### src/rtl/dot_arbiter.sv
// Shares one 3-element dot-product unit among NUM_REQ requesters: round-robin
// issue with a registered grant, and a tag FIFO that steers results back in issue order.
module dot_arbiter #(
  parameter int NUM_REQ   = 4,
  parameter int TAG_DEPTH = 16
) (
  input  logic                          clock,
  input  logic                          reset,
  input  logic [NUM_REQ*96-1:0]         req_x,
  input  logic [NUM_REQ*96-1:0]         req_y,
  input  logic [NUM_REQ-1:0]            req_empty,
  output logic [NUM_REQ-1:0]            req_rd_en,
  output logic [95:0]                   dot_x,
  output logic [95:0]                   dot_y,
  output logic                          dot_in_empty,
  input  logic                          dot_in_rd_en,
  input  logic signed [31:0]            dot_out,
  input  logic                          dot_out_empty,
  output logic                          dot_out_rd_en,
  output logic signed [31:0]            rsp_data,
  output logic [NUM_REQ-1:0]            rsp_wr_en,
  input  logic [NUM_REQ-1:0]            rsp_full,
  output logic [$clog2(TAG_DEPTH):0]    outstanding,
  output logic                          err_orphan
);

  localparam int IDX_W  = $clog2(NUM_REQ);
  localparam int PTR_W  = $clog2(TAG_DEPTH);
  localparam int CNT_W  = PTR_W + 1;
  localparam int DATA_W = 32;
  localparam int VEC_W  = 3 * DATA_W;

  typedef enum logic {IDLE, OFFER} state_t;

  state_t           state_q, state_d;
  logic [IDX_W-1:0] grant_q, grant_d;
  logic [IDX_W-1:0] rr_ptr_q, rr_ptr_d;
  logic [PTR_W-1:0] wr_ptr_q, wr_ptr_d;
  logic [PTR_W-1:0] rd_ptr_q, rd_ptr_d;
  logic [CNT_W-1:0] count_q, count_d;
  logic             err_orphan_q, err_orphan_d;
  logic [IDX_W-1:0] tag_mem_q [TAG_DEPTH];
  logic [IDX_W-1:0] tag_mem_d [TAG_DEPTH];

  logic [IDX_W-1:0] pick;
  logic             any_req;
  logic             tag_full;
  logic [IDX_W-1:0] head;
  logic             push;
  logic             pop;

  // Round-robin scan starting at rr_ptr; walking offsets downward lets the
  // smallest offset overwrite any later candidate.
  always_comb begin
    int idx;
    idx     = 0;
    pick    = '0;
    any_req = 1'b0;
    for (int i = NUM_REQ - 1; i >= 0; i--) begin
      idx = int'(rr_ptr_q) + i;
      if (idx >= NUM_REQ) idx = idx - NUM_REQ;
      if (!req_empty[idx]) begin
        pick    = IDX_W'(idx);
        any_req = 1'b1;
      end
    end
  end

  assign tag_full = (count_q == CNT_W'(TAG_DEPTH));
  assign head     = tag_mem_q[rd_ptr_q];
  assign push     = (state_q == OFFER) && dot_in_rd_en;
  assign pop      = !dot_out_empty && (count_q != '0) && !rsp_full[head];

  assign dot_in_empty  = (state_q != OFFER);
  assign dot_x         = req_x[int'(grant_q)*VEC_W +: VEC_W];
  assign dot_y         = req_y[int'(grant_q)*VEC_W +: VEC_W];
  assign req_rd_en     = push ? (NUM_REQ'(1) << grant_q) : '0;
  assign dot_out_rd_en = pop;
  assign rsp_wr_en     = pop ? (NUM_REQ'(1) << head) : '0;
  assign rsp_data      = dot_out;
  assign outstanding   = count_q;
  assign err_orphan    = err_orphan_q;

  always_comb begin
    state_d  = state_q;
    grant_d  = grant_q;
    rr_ptr_d = rr_ptr_q;
    case (state_q)
      IDLE: begin
        if (any_req && !tag_full) begin
          grant_d = pick;
          state_d = OFFER;
        end
      end
      OFFER: begin
        if (dot_in_rd_en) begin
          state_d  = IDLE;
          rr_ptr_d = (grant_q == IDX_W'(NUM_REQ - 1)) ? '0 : grant_q + IDX_W'(1);
        end
      end
      default: state_d = IDLE;
    endcase
  end

  // Tag FIFO bookkeeping; push is gated upstream by tag_full, pop by count != 0.
  always_comb begin
    wr_ptr_d  = push ? wr_ptr_q + PTR_W'(1) : wr_ptr_q;
    rd_ptr_d  = pop  ? rd_ptr_q + PTR_W'(1) : rd_ptr_q;
    count_d   = count_q;
    if (push && !pop) count_d = count_q + CNT_W'(1);
    if (pop && !push) count_d = count_q - CNT_W'(1);
    tag_mem_d = tag_mem_q;
    if (push) tag_mem_d[wr_ptr_q] = grant_q;
    err_orphan_d = err_orphan_q | (!dot_out_empty && (count_q == '0));
  end

  always_ff @(posedge clock or posedge reset) begin
    if (reset) begin
      state_q      <= IDLE;
      grant_q      <= '0;
      rr_ptr_q     <= '0;
      wr_ptr_q     <= '0;
      rd_ptr_q     <= '0;
      count_q      <= '0;
      err_orphan_q <= 1'b0;
    end else begin
      state_q      <= state_d;
      grant_q      <= grant_d;
      rr_ptr_q     <= rr_ptr_d;
      wr_ptr_q     <= wr_ptr_d;
      rd_ptr_q     <= rd_ptr_d;
      count_q      <= count_d;
      err_orphan_q <= err_orphan_d;
    end
  end

  // Tag storage carries no reset; entries are only read below count_q.
  always_ff @(posedge clock) begin
    tag_mem_q <= tag_mem_d;
  end

endmodule

### config.mk
export PLATFORM = sky130hd
export DESIGN_NAME = dot_arbiter
export DESIGN_NICKNAME = d
export VERILOG_FILES = /design/src/rtl/dot_arbiter.sv
export SDC_FILE = /design/constraint.sdc
export NUM_CORES = 1
export LEC_CHECK = 0
export BUFFER_PORTS_ARGS = -buffer_cell sky130_fd_sc_hd__buf_2
export CAP_MARGIN = 20
export CORE_AREA = 2 2 408 410
export DETAILED_ROUTE_END_ITERATION = 16
export DIE_AREA = 0 0 410 412
export PLACE_DENSITY = 0.31
export SETUP_SLACK_MARGIN = 0.05
export SYNTH_ARGS = -nofsm -noshare
export SYNTH_HDL_FRONTEND = slang
export SYNTH_SLANG_ARGS = --single-unit
### constraint.sdc
create_clock -name clock -period 3 [get_ports clock]
set_input_delay 0.3 -clock clock [delete_from_list [all_inputs] [get_ports clock]]
set_output_delay 0.3 -clock clock [all_outputs]
set_load 0.05 [all_outputs]
* Yosys cells after proc, flatten, opt, wreduce, memory -nomap -nowiden
Index checks and enable logic that the tools add are counted.
** Storage, ports and cells
- Bits in registers :: 51
- Input bits :: 812
- Output and inout port bits :: 240
** Operators by class
- Add/subtract/negate cells :: 12
- $mul :: 1
- Magnitude comparators :: 12
- Eq/ne operators :: 2
- Shifts and indexed selects :: 4
- Multiplexer cells :: 40
- Bitwise gates (word level) :: 4
- Reduce and logical (&&, ||, !) cells :: 18
** Operators with widths (number)
- indexed part select 384 x 10 -> 96 bit :: 1
- indexed part select 384 x 32 -> 96 bit :: 1
- less-than comparator 32 x 4 -> 1 bit, second input constant :: 4
- 2-to-1 mux 32 bit :: 4
- bitwise mux 32 bit :: 1
- 2-to-1 mux 2 bit :: 8
- 2-to-1 mux 1 bit :: 15
- subtractor 3 x 3 -> 4 bit, second input constant :: 3
- binary-select mux 1 bit (select 2 bit) :: 5
- >= comparator 5 bit, second input constant :: 2
- 2-to-1 mux 5 bit :: 2
- inverter 4 -> 5 bit :: 2
- >= comparator 3 bit, second input constant :: 3
- adder 4 x 1 -> 4 bit, second input constant :: 2
- binary-select mux 2 bit (select 4 bit) :: 1
- demux 2 bit (select 4 bit) :: 1
- logical AND 1 bit :: 8
- 2-to-1 mux 4 bit :: 2
- left shift 1 x 2 -> 4 bit, first input constant :: 2
- adder 2 x 2 -> 3 bit, second input constant :: 2
- adder 5 x 1 -> 5 bit, second input constant :: 1
- == test 5 bit, second input constant :: 1
- logical NOT 1 bit :: 5
- logical NOT 5 bit :: 1
- 15 further kinds :: 16

* Logic depth before layout (Yosys ltp)
Gate-level depths: netlist of the first run.
- Depth after elaboration :: 13
- Mapped depth :: 16
- Gate-level depth less buffers :: 14

* Least setup slack after synthesis of the first run
Ideal clock, no wire load.
- Path type :: reg2reg
- From :: register count_q[1] (netlist: outstanding[1])
- To :: register count_q[4] (netlist: outstanding[4])
- Library setup time :: 80 ps
- Arrival :: 3433 ps
- Data required time :: 2920 ps
- Slack :: -513 ps
- Cell stages (with the launch flop) :: 16
- Period minus slack after synthesis :: 3513 ps
- Cells stage by stage :: dfrtp_1 -> clkbuf_1 -> nor4_1 -> a21oi_2 -> o2111ai_2 -> nand2_2 -> ha_1 -> clkbuf_1 -> xor2_1 -> ha_1 -> o21a_1 -> o21ai_0 -> o21bai_1 -> xnor2_1 -> nor2_1 -> xnor2_1
** Between the ends
- Cells in the longest elaborated chain, start to end :: 6
- Elaborated cells on any way between the ends :: 11
** Ends and longest elaborated chain
- start: declaration :: line 40 : logic [CNT_W-1:0] count_q, count_d;
- start signal: assignment :: line 132 : count_q <= count_d;
- nonzero test 5 bit * :: line 72 : assign pop = !dot_out_empty && (count_q != '0) && !rsp_full[head];
- logical AND 1 bit * (2 in a row) :: line 72
- net dot_out_rd_en :: line 19 : output logic dot_out_rd_en,
- logical NOT 1 bit :: line 110 : if (push && !pop) count_d = count_q + CNT_W'(1);
- logical AND 1 bit :: line 110
- nonzero test 2 bit (no source line)
Mark *: on every way through the listed nets, which the timed path passes. The rest lies on a longest branch. The select of a mux whose other input is x is not followed.
A chain may end at the register's enable or synchronous reset.

* Final worst setup path of the first run
- From :: register rd_ptr_q[1]
- To :: register count_q[4] (netlist: outstanding[4])
** Between the ends
- Cells in the longest elaborated chain, start to end :: 11
- Elaborated cells on any way between the ends :: 13
** Ends and longest elaborated chain
- start: declaration :: line 39 : logic [PTR_W-1:0] rd_ptr_q, rd_ptr_d;
- start signal: assignment :: line 131 : rd_ptr_q <= rd_ptr_d;
- inverter 4 -> 5 bit (implied by the code) * :: line 70 : assign head = tag_mem_q[rd_ptr_q];
- binary-select mux 2 bit (select 4 bit) * :: line 70
- 2-to-1 mux 2 bit (implied by the code) * (2 in a row) :: line 70
- binary-select mux 1 bit (select 2 bit) * :: line 72
- 2-to-1 mux 1 bit (implied by the code) * :: line 72
- logical NOT 1 bit * :: line 72
- logical AND 1 bit * :: line 72
- logical NOT 1 bit :: line 110
- logical AND 1 bit :: line 110
- nonzero test 2 bit (no source line)
Mark *: on every way between the ends. The rest lies on a longest branch, timed or not. The select of a mux whose other input is x is not followed.

==> results of run 1 <==
kinds of logic after synthesis:
group / count (synthesis) / synth area share [%]
and+or+nand+nor: 66 / 4.33
buffers and inverters: 98 / 7.12
AOI/OAI and AO/OA: 33 / 3.37
DFF: 51 / 19.6
xor gates and xnor gates: 13 / 1.55
muxes: 202 / 61.9
adders and majority gates: 13 / 2.22
worst reg2reg max path: stages (launching register included):
cell,delay [ns]
sky130_fd_sc_hd__dfrtp_2,0.46
sky130_fd_sc_hd__mux4_2,0.54
sky130_fd_sc_hd__a22oi_2,0.24
sky130_fd_sc_hd__nand3_1,0.16
sky130_fd_sc_hd__o2111ai_4,0.15
sky130_fd_sc_hd__nand2_4,0.08
sky130_fd_sc_hd__ha_4,0.17
sky130_fd_sc_hd__xor2_2,0.14
sky130_fd_sc_hd__ha_2,0.18
sky130_fd_sc_hd__o21a_1,0.17
sky130_fd_sc_hd__o21ai_0,0.15
sky130_fd_sc_hd__o21bai_1,0.10
sky130_fd_sc_hd__xnor2_1,0.15
sky130_fd_sc_hd__nor2_1,0.07
sky130_fd_sc_hd__xnor2_1,0.12
metal layers:
metal  part of all wire (%)  global-route usage, %  vias up
met4                    4.2                   3.75       98
met1                     33                   12.1     5082
met2                     44                   18.4      927
met3                     18                   9.29      317
li1                       -                      -     4007
met5                   0.86                   2.12        -
power groups by stage:
stage / clock network [uW] / registers, uW / logic, uW
after floorplan: 0 / 1250 / 9780
after global placement: 0 / 1240 / 14900
after detailed placement: 0 / 1240 / 14800
after CTS: 606 / 1230 / 14900
after global routing: 645 / 1270 / 15300
final: 584 / 1230 / 14500
Yosys cell counts (all sizes together), types with 3 or more instances:
library cell,count
mux4,200
buf,58
edfxtp,32
clkbuf,28
dfrtp,19
nand2,17
nor2,17
ha,13
inv,12
o21ai,10
nor3,8
xor2,7
nand2b,6
xnor2,6
a21o,4
a21oi,4
and3,4
nand3,4
a22oi,3
and2,3
o22ai,3
through the flow:
stage | TNS (ns) | setup WS [ns] | utilization, % | cells
after global placement | -0.151 | -0.151 | 9.15 | 3610
after detailed placement | -0.0781 | -0.0781 | 9.15 | 3610
after global routing | -0.232 | -0.216 | 9.28 | 3641
final | 0 | 0.0301 | 9.30 | 3653
after CTS | -0.0218 | -0.0218 | 9.24 | 3618
after floorplan | -0.165 | -0.165 | - | 476
layout by cell type, fill, tap and decap left out, types with 3 or more instances in the layout:
master and n:
sky130_fd_sc_hd__edfxtp_1 32, sky130_fd_sc_hd__nand2b_1 6, sky130_fd_sc_hd__inv_1 12, sky130_fd_sc_hd__diode_2 35, sky130_fd_sc_hd__dfrtp_2 3, sky130_fd_sc_hd__a21o_1 4
sky130_fd_sc_hd__xnor2_1 6, sky130_fd_sc_hd__nand3_1 4, sky130_fd_sc_hd__xor2_1 6, sky130_fd_sc_hd__and3_1 4, sky130_fd_sc_hd__buf_12 8, sky130_fd_sc_hd__nor2_1 17
sky130_fd_sc_hd__clkbuf_16 5, sky130_fd_sc_hd__buf_4 36, sky130_fd_sc_hd__dfrtp_1 14, sky130_fd_sc_hd__ha_1 11, sky130_fd_sc_hd__buf_2 987, sky130_fd_sc_hd__mux4_2 199
sky130_fd_sc_hd__nor3_1 8, sky130_fd_sc_hd__nand2_1 16, sky130_fd_sc_hd__o21ai_0 10
cell type report:
class	instances	share of cell area, %
multi-input combinational	327	35.6
timing repair buffer	1031	35.2
tap	2189	17.9
sequential	51	9.48
clock buffer	5	0.819
antenna	35	0.573
inverter	12	0.295
clock inverter	3	0.147
final timing paths:
path / to / startpoint
min in group clock: err_orphan$_DFF_PP0_ / dot_out_empty
max reg2reg: outstanding[4]$_DFFE_PP0P_ / rd_ptr_q[1]$_DFFE_PP0P_
min: state_q$_DFF_PP0_ / reset
max in group asynchronous: grant_q[0]$_DFFE_PP0P_ / reset
max: outstanding[4]$_DFFE_PP0P_ / rd_ptr_q[1]$_DFFE_PP0P_
min reg2reg: err_orphan$_DFF_PP0_ / err_orphan$_DFF_PP0_
sequential cells by signal, indices dropped and copies added (netlist names):
register,cells
tag_mem_q,32
outstanding,5
rd_ptr_q,4
wr_ptr_q,4
grant_q,2
rr_ptr_q,2
err_orphan,1
state_q,1
timing repair:
action                                  CTS  global route
hold endpoints to repair                  0             0
hold buffers                              0             0
endpoints found under the setup margin    2             2
resized for setup                         2             2
pin swaps                                 0             1
setup buffers                             0             0
==> impl_metrics.tcl, run 1 <==
set metrics [dict create \
    path_common_cell "sky130_fd_sc_hd__xnor2_1" \
    timing_max_transition_violations_final 0 \
    n_fill_cell 19200 \
    wire_per_inst_um 29.2 \
    postSynthNetCount 1301 \
    worst_path_max_delay_cell "sky130_fd_sc_hd__mux4_2" \
    critical_path_buf_inv_count 0 \
    syn-instance-count 476 \
    drc 0 \
    timing_worst_slew_pin_value_ns 0.929 \
    root_buffer "sky130_fd_sc_hd__clkbuf_16" \
    r2r_slack_ns 0.03 \
    ys_async_rst_share_pct 37.3 \
    grt_pass1_vias 10000 \
    rsz0062_at_grt "yes" \
    run_status "complete, no violations" \
    cts_buffer_depth 2 \
    max_slew_margin_pct 38.0 \
    globalRouteOverflowTotal 0 \
    start_util_pct 4.47 \
    wire_length_of_the_first_global_routing_pass_um 126000 \
    die-width_um 410 \
    total_global_routing_track_utilization_pct 11.9 \
    maxCapViolations 0 \
    post-synth-top-area-fraction_pct 60.4 \
    hold_viol_final 0 \
    critical_path_type "flip-flop to flip-flop" \
    routed_via_density 2.86 \
    first_iter_violations 848 \
    place_hpwl_um 99700 \
    finalPower_uw 16300 \
    cellInternalPower_uw 5760 \
    fmax_ghz 0.337 \
    postPlaceCellArea_um2 15000 \
    final_nets 2253 \
    synth-seq-area-share_pct 19.6 \
    cts.sink_count 51 \
    timing.critical_path.cells "mux4_2 -> a22oi_2 -> nand3_1 -> o2111ai_4 -> nand2_4 -> ha_4 -> xor2_2 -> ha_2 -> o21a_1 -> o21ai_0 -> o21bai_1 -> xnor2_1 -> nor2_1 -> xnor2_1" \
    cts.clk_slew.worst_paths_ns 0.07 \
    share_clk_of_total_power_pct 3.6 \
    fin_worst_skew_ns 0.00797 \
    drt_first_pass_iters 4 \
    finalWirelength_um 107000 \
    netlist.top_cell.by_area "sky130_fd_sc_hd__mux4_2" \
    final.hold.worst_slack_ns 0.204 \
    antenna_found_initial 157 \
    gp_congestion 0.933 \
    clk-insertion-delay-late_ns 0.29 \
    final_layout_size_suffix_gt1_share_pct 88.2 \
    grt_max_degree 59 \
    route.vias.total 10400 \
    finish.instance_area_um2 15300 \
    power.share.combinational_pct 88.9 \
    core_region_area_um2 164000 \
    total_leakage_power_uw 0.00633 \
    ys_ff_latch 51 \
    cp_data_required_time_ns 3.18 \
    syn2layout_area_growth_pct 108 \
    fp.dieH_um 412 \
    synth_edf_count 32 \
    synth_area_per_cell_um2 15.4 \
    rows 149 \
    power.sequential.fraction_pct 7.5 \
    final-setup-viol-count 0 \
    synth_top_flop_cell "sky130_fd_sc_hd__edfxtp_1" \
    worst-r2r-cell-count 14 \
    critPathMaxFanout 5 \
    vdd_ir_drop_max_v 0.000541 \
    critPathMaxStageDelay_ns 0.54 \
    ys.warnings.count 0 \
    clock_tree_from_tritoncts "built" \
    multi_input_comb_area_um2 5440 \
    finalWorstPathRequiredPeriod_ns 2.97 \
    final-seq-area_um2 1450 \
    antenna_violating_nets_post_route 0 \
    worstSetupEndpointType "flip-flop" \
    synth_cell_type_count 43 \
    die-area_um2 169000 \
    power.switching_uw 10600 \
    cts_bufs_inserted 5 \
    ioPinCount 1052 \
    port_buffer_count 987 \
    critPathLaunchType "flip-flop" \
    power_per_cell_area_nw_per_um2 1070 \
    worst_ep_arrival_time_ns 3.15 \
    netlist_top_cells_area "sky130_fd_sc_hd__mux4_2 (60%), sky130_fd_sc_hd__edfxtp_1 (13%), sky130_fd_sc_hd__dfrtp_1 (6.5%), sky130_fd_sc_hd__buf_4 (3.4%), sky130_fd_sc_hd__ha_1 (2.2%)" \
    switching_share_pct 64.7 \
    cts-htree-levels 2 \
    path_depth 14 \
    hold_path.class "input pin to asynchronous set/reset pin" \
    critical_path.top_delay_family "compound AO/OA/AOI/OAI gates" \
    syn_area_um2 7340 \
    finalCritPeriodShare_pct 99.0 \
]
Note: power is estimated with default switching activity, not from simulation.
==> inputs of run 2 (changes only) <==
==> constraint.sdc (replaced) <==
create_clock -name clock -period 2.6 [get_ports clock]
set_input_delay 0.26 -clock clock [delete_from_list [all_inputs] [get_ports clock]]
set_output_delay 0.26 -clock clock [all_outputs]
set_load 0.05 [all_outputs]
==> run 2 against run 1 <==
Compared with the run above: the run now ends with negative hold slack, negative setup slack left; highest routed layer unchanged; register-to-register slack got worse by 0.40 ns; cell count rose by 0.33%; total power rose by 17%; largest power group unchanged; flip-flop and latch count did not move.
==> impl_metrics.tcl, run 2 (same netlist as run 1, synthesis figures left out) <==
set metrics [dict create \
    vdd_ir_drop_max_v 0.000495 \
    wire_length_of_the_first_global_routing_pass_um 123000 \
    final.hold.worst_slack_ns -0.0101 \
    die-area_um2 169000 \
    cts.sink_count 51 \
    preCtsSetupSlack_ns -0.511 \
    route.vias.total 10300 \
    wire_per_inst_um 28.1 \
    finalCritPeriodShare_pct 114 \
    fmax_ghz 0.337 \
    hold_path.class "input pin to asynchronous set/reset pin" \
    violations "negative hold slack, negative setup slack" \
    routed_via_density 2.81 \
    rsz0062_at_grt "yes" \
    core_region_area_um2 164000 \
    start_util_pct 4.47 \
    first_iter_violations 651 \
    final_layout_size_suffix_gt1_share_pct 88.7 \
    globalRouteOverflowTotal 0 \
    critPathMaxFanout 5 \
    place_hpwl_um 96700 \
    finalWorstPathRequiredPeriod_ns 2.97 \
    grt_pass1_vias 9953 \
    total_leakage_power_uw 0.00645 \
    run_status "finished with violations" \
    startpoint "rd_ptr_q[1]$_DFFE_PP0P_" \
    regToRegStartpoint "rd_ptr_q[1]$_DFFE_PP0P_" \
    fp.dieH_um 412 \
    drc 0 \
    antenna_violating_nets_post_route 0 \
    critPathLaunchType "flip-flop" \
    final_critical_path_setup_slack_ns -0.370 \
    largest-register "tag_mem_q" \
    max_slew_margin_pct 58.8 \
    syn2layout_area_growth_pct 112 \
    grt_max_degree 44 \
    finalWirelength_um 103000 \
    final-setup-viol-count 6 \
    tns_ns -0.846 \
    power_per_cell_area_nw_per_um2 1230 \
    clk-insertion-delay-late_ns 0.30 \
    root_buffer "sky130_fd_sc_hd__clkbuf_16" \
    ioPinCount 1052 \
    fin_worst_skew_ns 0.00847 \
    cts_buffer_depth 2 \
    drt_first_pass_iters 4 \
    rows 149 \
    timing_max_transition_violations_final 0 \
    antenna_found_initial 151 \
    port_buffer_count 987 \
    grt_util_met3_pct 10.3 \
    worstSetupEndpointType "flip-flop" \
    layout_common_cells "sky130_fd_sc_hd__buf_2 (977), sky130_fd_sc_hd__mux4_2 (199), sky130_fd_sc_hd__buf_4 (45)" \
    die-width_um 410 \
    critical_path_type "flip-flop to flip-flop" \
    timing_worst_slew_pin_value_ns 0.622 \
    cts.clk_slew.worst_paths_ns 0.08 \
    globalRoute.busiestLayer "met2" \
    cts_bufs_inserted 5 \
    r2r_slack_ns -0.37 \
    total_global_routing_track_utilization_pct 11.5 \
    final_nets 2265 \
    final_common_cell "sky130_fd_sc_hd__buf_2" \
    cts-htree-levels 2 \
    maxCapViolations 0 \
    gp_congestion 0.916 \
    hold_viol_final 9 \
    clock_tree_from_tritoncts "built" \
    grtUsageMet1_pct 12.0 \
    cts_hold_buffers 0 \
    grt_use_met2_pct 16.6 \
    number_of_flip_flops_in_the_largest_register 32 \
    worst_ep_arrival_time_ns 3.16 \
    cp_data_required_time_ns 2.79 \
]
## run 2: cell count changes in the layout (fill, tap and decap cells not counted), sizes merged
cell,before,now
inv,13,15
clkinv,2,0
buf,1031,1043
## run 2: where the power goes
group / internal (uW) / total (uW) / switching, uW
combinational: 5490 / 17100 / 11600
clock: 372 / 709 / 337
sequential: 1140 / 1380 / 233
## run 2: layout make-up
class / instances / area (um2)
Fill cell: 19100 / 149000
Timing Repair Buffer: 1043 / 5590
Multi-Input combinational cell: 327 / 5480
Tap cell: 2189 / 2740
Sequential cell: 51 / 1450
Clock buffer: 5 / 125
Antenna cell: 35 / 87.6
Inverter: 12 / 45.0
Clock inverter: 3 / 28.8
## run 2: through the flow
stage	hold slack (ns)	area [um2]	total power [uW]	instances	utilization (%)
after floorplan	0.211	7420	12700	476	-
after global placement	0.342	15200	18700	3620	9.25
after detailed placement	0.335	15200	18600	3620	9.25
after CTS	0.0109	15400	19600	3629	9.39
after global routing	0.0203	15500	20300	3637	9.42
final	-0.0101	15500	19200	3665	9.46
## run 2: timing repair
action	CTS	global route
endpoints found under the setup margin	10	10
pin swaps	1	1
gates resized for setup	19	5
setup buffers	1	2
## run 2: critical path, stage by stage (launching register included)
cell	delay [ns]
sky130_fd_sc_hd__dfrtp_2	0.47
sky130_fd_sc_hd__mux4_2	0.53
sky130_fd_sc_hd__a22oi_2	0.23
sky130_fd_sc_hd__and2_4	0.23
sky130_fd_sc_hd__o2111ai_4	0.13
sky130_fd_sc_hd__nand2_4	0.12
sky130_fd_sc_hd__ha_4	0.14
sky130_fd_sc_hd__xor2_1	0.16
sky130_fd_sc_hd__ha_2	0.20
sky130_fd_sc_hd__o21a_1	0.10
sky130_fd_sc_hd__o21ai_0	0.07
sky130_fd_sc_hd__o21bai_1	0.18
sky130_fd_sc_hd__xnor2_1	0.13
sky130_fd_sc_hd__nor2_1	0.07
sky130_fd_sc_hd__xnor2_1	0.12
## run 2: path summary, 6_finish.rpt
| path | endpoint | cells after the start |
|---|---|---|
| max | outstanding[4]$_DFFE_PP0P_ | 14 |
| min | grant_q[1]$_DFFE_PP0P_ | 3 |
| max reg2reg | outstanding[4]$_DFFE_PP0P_ | 14 |
| min reg2reg | err_orphan$_DFF_PP0_ | 1 |
| max in group asynchronous | rd_ptr_q[1]$_DFFE_PP0P_ | 3 |
| min in group clock | err_orphan$_DFF_PP0_ | 2 |
## run 2: layer usage
| metal | part of all wire [%] | routed length, um | vias to the layer above |
|---|---|---|---|
| li1 | - | - | 4026 |
| met1 | 34 | 35400 | 5010 |
| met2 | 42 | 43000 | 905 |
| met3 | 20 | 20500 | 279 |
| met4 | 3.5 | 3580 | 90 |
| met5 | 0.57 | 589 | - |
